## src/rtl/lutram_fifo_256_if.sv

```systemverilog
// Producer/consumer bundle for lutram_fifo_256: write and read requests plus
// the registered occupancy flags, read data and sticky error flags.
interface lutram_fifo_256_if #(
  parameter int WIDTH = 8
);
  // WR_EN/RD_EN are requests sampled on the rising CLK edge. A write is taken
  // when WR_EN & ~FULL and a read when RD_EN & ~EMPTY; RD_DATA carries the
  // popped word from the cycle after the accepted read until the next one.
  logic             WR_EN;
  logic [WIDTH-1:0] WR_DATA;
  logic             FULL;
  logic             ALMOST_FULL;
  logic             RD_EN;
  logic [WIDTH-1:0] RD_DATA;
  logic             EMPTY;
  logic             ALMOST_EMPTY;
  logic [8:0]       COUNT;
  logic             OVERFLOW;
  logic             UNDERFLOW;

  modport master (
    output WR_EN, WR_DATA, RD_EN,
    input  FULL, ALMOST_FULL, RD_DATA, EMPTY, ALMOST_EMPTY, COUNT,
           OVERFLOW, UNDERFLOW
  );

  modport slave (
    input  WR_EN, WR_DATA, RD_EN,
    output FULL, ALMOST_FULL, RD_DATA, EMPTY, ALMOST_EMPTY, COUNT,
           OVERFLOW, UNDERFLOW
  );
endinterface

```

## src/rtl/lutram_fifo_256.sv

```systemverilog
// 256-deep single-clock FIFO over distributed RAM: synchronous write at
// wr_ptr, asynchronous read at rd_ptr captured into a registered RD_DATA.
module lutram_fifo_256 #(
   parameter int WIDTH      = 8,
   parameter int AFULL_THR  = 240,
   parameter int AEMPTY_THR = 16
) (
   input logic CLK,
   input logic RST_N,
   lutram_fifo_256_if.slave fifo
);

   logic [WIDTH-1:0] mem [256];
   logic [7:0]       wr_ptr;
   logic [7:0]       rd_ptr;
   logic [8:0]       count_q;
   logic [8:0]       count_next;
   logic             full_q;
   logic             empty_q;
   logic             wr_acc;
   logic             rd_acc;

   always_comb begin
      wr_acc     = fifo.WR_EN & ~full_q;
      rd_acc     = fifo.RD_EN & ~empty_q;
      count_next = count_q;
      case ({wr_acc, rd_acc})
         2'b10:   count_next = count_q + 9'd1;
         2'b01:   count_next = count_q - 9'd1;
         default: count_next = count_q;
      endcase
   end

   // Storage is never reset; reset only discards entries by clearing pointers.
   always_ff @(posedge CLK) begin
      if (RST_N && wr_acc) mem[wr_ptr] <= fifo.WR_DATA;
   end

   always_ff @(posedge CLK) begin
      if (!RST_N) begin
         wr_ptr            <= 8'd0;
         rd_ptr            <= 8'd0;
         count_q           <= 9'd0;
         full_q            <= 1'b0;
         empty_q           <= 1'b1;
         fifo.ALMOST_FULL  <= 1'b0;
         fifo.ALMOST_EMPTY <= 1'b1;
         fifo.RD_DATA      <= '0;
         fifo.OVERFLOW     <= 1'b0;
         fifo.UNDERFLOW    <= 1'b0;
      end else begin
         if (wr_acc) wr_ptr <= wr_ptr + 8'd1;
         if (rd_acc) begin
            fifo.RD_DATA <= mem[rd_ptr];
            rd_ptr       <= rd_ptr + 8'd1;
         end
         count_q           <= count_next;
         full_q            <= (count_next == 9'd256);
         empty_q           <= (count_next == 9'd0);
         fifo.ALMOST_FULL  <= (count_next >= 9'(AFULL_THR));
         fifo.ALMOST_EMPTY <= (count_next <= 9'(AEMPTY_THR));
         if (fifo.WR_EN && full_q)  fifo.OVERFLOW  <= 1'b1;
         if (fifo.RD_EN && empty_q) fifo.UNDERFLOW <= 1'b1;
      end
   end

   assign fifo.COUNT = count_q;
   assign fifo.FULL  = full_q;
   assign fifo.EMPTY = empty_q;

endmodule

```

## src/flat_wrapper.sv

```systemverilog
// flat-port wrapper written by rule: the top's interface ports become plain ports
module lutram_fifo_256_flat 
#(
   parameter int WIDTH      = 8,
   parameter int AFULL_THR  = 240,
   parameter int AEMPTY_THR = 16
)
  (CLK, RST_N, fifo_WR_EN, fifo_WR_DATA, fifo_RD_EN, fifo_FULL, fifo_ALMOST_FULL, fifo_RD_DATA, fifo_EMPTY, fifo_ALMOST_EMPTY, fifo_COUNT, fifo_OVERFLOW, fifo_UNDERFLOW);
  lutram_fifo_256_if #(.WIDTH(WIDTH)) fifo_i ();
  input logic CLK;
  input logic RST_N;
  input wire logic [$bits(fifo_i.WR_EN)-1:0] fifo_WR_EN;
  input wire logic [$bits(fifo_i.WR_DATA)-1:0] fifo_WR_DATA;
  input wire logic [$bits(fifo_i.RD_EN)-1:0] fifo_RD_EN;
  output wire logic [$bits(fifo_i.FULL)-1:0] fifo_FULL;
  output wire logic [$bits(fifo_i.ALMOST_FULL)-1:0] fifo_ALMOST_FULL;
  output wire logic [$bits(fifo_i.RD_DATA)-1:0] fifo_RD_DATA;
  output wire logic [$bits(fifo_i.EMPTY)-1:0] fifo_EMPTY;
  output wire logic [$bits(fifo_i.ALMOST_EMPTY)-1:0] fifo_ALMOST_EMPTY;
  output wire logic [$bits(fifo_i.COUNT)-1:0] fifo_COUNT;
  output wire logic [$bits(fifo_i.OVERFLOW)-1:0] fifo_OVERFLOW;
  output wire logic [$bits(fifo_i.UNDERFLOW)-1:0] fifo_UNDERFLOW;
  assign fifo_i.WR_EN = fifo_WR_EN;
  assign fifo_i.WR_DATA = fifo_WR_DATA;
  assign fifo_i.RD_EN = fifo_RD_EN;
  assign fifo_FULL = fifo_i.FULL;
  assign fifo_ALMOST_FULL = fifo_i.ALMOST_FULL;
  assign fifo_RD_DATA = fifo_i.RD_DATA;
  assign fifo_EMPTY = fifo_i.EMPTY;
  assign fifo_ALMOST_EMPTY = fifo_i.ALMOST_EMPTY;
  assign fifo_COUNT = fifo_i.COUNT;
  assign fifo_OVERFLOW = fifo_i.OVERFLOW;
  assign fifo_UNDERFLOW = fifo_i.UNDERFLOW;
  lutram_fifo_256 #(.WIDTH(WIDTH), .AFULL_THR(AFULL_THR), .AEMPTY_THR(AEMPTY_THR)) u_core (.CLK(CLK), .RST_N(RST_N), .fifo(fifo_i));
endmodule
```

## config.mk

```make
export PLATFORM = sky130hd
export DESIGN_NAME = lutram_fifo_256_flat
export DESIGN_NICKNAME = d
export VERILOG_FILES = /design/src/rtl/lutram_fifo_256_if.sv /design/src/rtl/lutram_fifo_256.sv /design/src/flat_wrapper.sv
export SDC_FILE = /design/constraint.sdc
export NUM_CORES = 2
export LEC_CHECK = 0
export BUFFER_PORTS_ARGS = -buffer_cell sky130_fd_sc_hd__buf_2
export CAP_MARGIN = 20
export CORE_UTILIZATION = 30
export CTS_BUF_LIST = sky130_fd_sc_hd__clkbuf_4 sky130_fd_sc_hd__clkbuf_8
export DETAILED_ROUTE_END_ITERATION = 10
export PLACE_DENSITY = 0.52
export REMOVE_ABC_BUFFERS = 1
export SETUP_SLACK_MARGIN = 0.4
export SLEW_MARGIN = 20
export SYNTH_ARGS = -nofsm -noshare
export SYNTH_HDL_FRONTEND = slang
export SYNTH_SLANG_ARGS = --single-unit
```

## constraint.sdc

```tcl
create_clock -name CLK -period 3.7 [get_ports CLK]
set_clock_uncertainty 0.2 [all_clocks]
set_input_delay 0.74 -clock CLK [delete_from_list [all_inputs] [get_ports CLK]]
set_output_delay 0.74 -clock CLK [all_outputs]
set_load 0.02 [all_outputs]
```

==> flow_metrics.py <==
metrics = {
    "run_status": {
        "status": "completed",
    },
    "timing": {
        "whs_ns": 0.169,
        "rsz0062_at_grt": "true",
        "timing_worst_slew_pin_value_ns": 1.06,
        "fin_tns_setup_ns": 0,
        "slew_headroom_pct": 28.9,
        "finalCriticalPeriod_ns": 3.30,
        "finalHoldViolCount": 0,
        "worst_slack_ns": 0.396,
        "post-route-period-util_pct": 89.3,
        "fmax_ghz": 0.303,
        "setup_viol": 0,
        "finalMaxSlewViolations": 0,
    },
    "finish": {
        "syn2layout_area_growth_pct": 19.3,
        "finalNonFillerCells": 8600,
        "fin_nets": 4781,
        "nFillCells": 24994,
        "final_util_pct": 36.1,
        "drive_gt1_share_pct": 34.5,
    },
    "logic_synthesis": {
        "synthTopCellsByCount": "2048 x edfxtp_1, 469 x mux4_2, 307 x nor2_1, 181 x mux2i_1, 114 x nand2_1",
        "synth.largest_area_cell": "edfxtp_1",
        "synth.distinct_cells": 81,
        "synthCells": 3990,
        "ys_top_cells_by_area": "edfxtp_1 75%, mux4_2 13%, mux2i_1 2.2%",
        "yosysMostFrequentCell": "edfxtp_1",
        "ys_seq_elements": 2087,
        "synth.top_cell.area_share_pct": 75.0,
        "synth_ff_type": "edfxtp_1",
        "syn_area_um2": 82000,
        "synth_warnings": 0,
        "avgSynthCellArea_um2": 20.6,
        "synth-seq-area-share_pct": 75.9,
        "async_reset_ff_share_pct": 0,
        "synth_edf_count": 2048,
    },
    "cts": {
        "cts-htree-levels": 5,
        "path_clk_slew_ns": 0.06,
        "cts_buffers": 363,
        "insertion_delay_ns": 1.09,
        "clk_path_buf_depth": 4,
        "cts_tree": "built",
        "cts-root-buf": "clkbuf_8",
        "clkSinkCount": 2087,
    },
    "worst_setup_path": {
        "crit_top_cell": "mux4_2",
        "max_stage_delay_ns": 0.54,
        "critPathKind": "flip-flop to flip-flop",
        "required_ns": 4.46,
        "crit_chain": "buf_12, bufbuf_16, mux4_2, mux4_2, a21oi_1, nand3_1, a32o_1",
        "cp_slowest_cell": "mux4_2",
        "cp-start-kind": "flip-flop",
        "cp.arrival_ns": 4.06,
        "critPathCaptureType": "flip-flop",
        "path_max_fanout": 12,
    },
    "power": {
        "ir_drop_v": 0.000380,
        "internal-power_mw": 40.2,
        "p_sw_mw": 13.1,
        "power_frac_seq_pct": 49.1,
        "clockPowerShare_pct": 37.8,
        "pwr-share-comb_pct": 13.1,
        "p_per_area_nw_per_um2": 544,
        "netSwitchingFraction_pct": 24.6,
        "p_leak_nw": 31.0,
    },
    "global_routing": {
        "grt_overflow_total": 0,
        "grt_pass1_vias": 44514,
        "antenna_found_initial": 11,
        "grt_usage_pct": 17.4,
        "grt_max_degree": 115,
        "grt_pass1_wl_um": 343000,
    },
    "placement": {
        "dp_hpwl_um": 154000,
        "place_congestion": 0.873,
        "placed_cells": 7915,
        "portBuffers": 34,
        "pre_cts_ws_ns": -0.109,
    },
    "hold_path": {
        "hold_path.class": "input port to flip-flop",
    },
    "floorplan": {
        "die_x_um": 525,
        "floorplan.initialDensity_pct": 30.2,
        "die_y_um": 525,
        "row_count": 191,
        "io_pins": 35,
        "dieArea_um2": 275000,
        "core_um2": 271000,
    },
    "routing": {
        "drt_pass1_iterations": 6,
        "wl_per_cell_um": 28.4,
        "ant_nets": 0,
        "drc_errors": 0,
        "totalWireLength_um": 244000,
        "first_iter_violations": 4584,
        "viasPerCell": 5.11,
        "vias": 43918,
    },
    "flow_run": {
        "maxCapViolCount": 0,
    },
}
-- worst paths after layout --
kind | depth (start not counted) | end | slack, ns | start
max | 7 | u_core.fifo.RD_DATA[5]$_SDFFE_PN0P_ | 0.40 | u_core.rd_ptr[0]$_SDFFE_PN0P_
min | 1 | u_core.mem[227][7]$_DFFE_PP_ | 0.17 | fifo_WR_DATA[7]
max reg2reg | 7 | u_core.fifo.RD_DATA[5]$_SDFFE_PN0P_ | 0.40 | u_core.rd_ptr[0]$_SDFFE_PN0P_
min reg2reg | 2 | u_core.fifo.RD_DATA[1]$_SDFFE_PN0P_ | 0.29 | u_core.fifo.RD_DATA[1]$_SDFFE_PN0P_
-- layout by cell type (no fill, tap or decap), drive strengths merged, types with 14 or more instances in the layout --
cell type     n
inv          19
nand4        18
edfxtp     2048
a22oi        20
a31oi        15
a211oi       14
nor3         16
mux2i       181
nor2        307
o21ai        51
dfxtp        39
clkbuf      489
a21oi        61
xnor2        19
nand3        44
clkinv      129
mux4        486
buf         642
o22ai        36
and2         20
a221oi       27
o221ai       19
nand2       114
nor2b        25
-- power groups by stage --
stage | clock network [mW] | registers, mW | logic [mW]
after floorplan | 0 | 27.0 | 3.01
after global placement | 0 | 26.7 | 6.50
after detailed placement | 0 | 26.7 | 6.51
after CTS | 20.6 | 26.2 | 6.83
after global routing | 21.5 | 26.2 | 7.35
final | 20.1 | 26.2 | 6.97
-- repair_timing --
item                                   CTS  global route
pin swaps                                3             5
hold buffers                             9             0
gates resized for setup                 34            35
cloned                                   2             3
setup endpoints to repair                8            31
setup buffers                           21            17
endpoints found under the hold margin  233             0
-- layout make-up --
type	count	area, um2	area share, %
Timing Repair Buffer	660	5930	6.06
Tap cell	3570	4470	4.56
Clock inverter	144	803	0.821
Inverter	15	63.8	0.0652
Sequential cell	2087	62300	63.6
Antenna cell	7	17.5	0.0179
Clock buffer	482	5930	6.06
Multi-Input combinational cell	1635	18400	18.8
-- worst max-delay path, delay by kind of cell (launching register included) --
family,cells,cell delay (ns)
and+or+nand+nor,1,0.23
DFF,1,0.49
AOI/OAI and AO/OA,2,0.66
buffers and inverters,2,0.54
muxes,2,1.05
-- per-layer routing --
metal	vias up	track usage (%)	part of all wire [%]	wire length, um
met5	-	0	0.010	25
li1	18159	-	-	-
met2	1869	27.4	47	114000
met1	23431	23.7	42	103000
met3	455	3.56	7.4	18000
met4	4	6.59	3.6	8860
-- through the flow --
stage | area [um2] | total power [mW]
after floorplan | 80500 | 30.0
after global placement | 90300 | 33.2
after detailed placement | 90300 | 33.2
after CTS | 97500 | 53.6
after global routing | 97900 | 55.0
final | 97900 | 53.3
-- sequential cells by signal, summed over array words and instances, names as in the netlist --
| register | count |
|---|---|
| u_core.fifo.FULL | 1 |
| u_core.fifo.COUNT | 9 |
| u_core.mem | 2048 |
| u_core.fifo.OVERFLOW | 1 |
| u_core.rd_ptr | 8 |
| u_core.wr_ptr | 8 |
| u_core.fifo.UNDERFLOW | 1 |
| u_core.fifo.ALMOST_EMPTY | 1 |
| u_core.fifo.RD_DATA | 8 |
| u_core.fifo.ALMOST_FULL | 1 |
| u_core.fifo.EMPTY | 1 |
-- kinds of logic after synthesis --
logic type / synth area share (%)
AO/OA/AOI/OAI: 2.88
XOR/XNOR: 0.224
adder cells (fa/ha/maj): 0.107
buffers and inverters: 1.90
flip-flops: 75.9
multiplexers: 15.8
AND/OR/NAND/NOR: 3.19
Note: power is estimated with default switching activity, not from simulation.
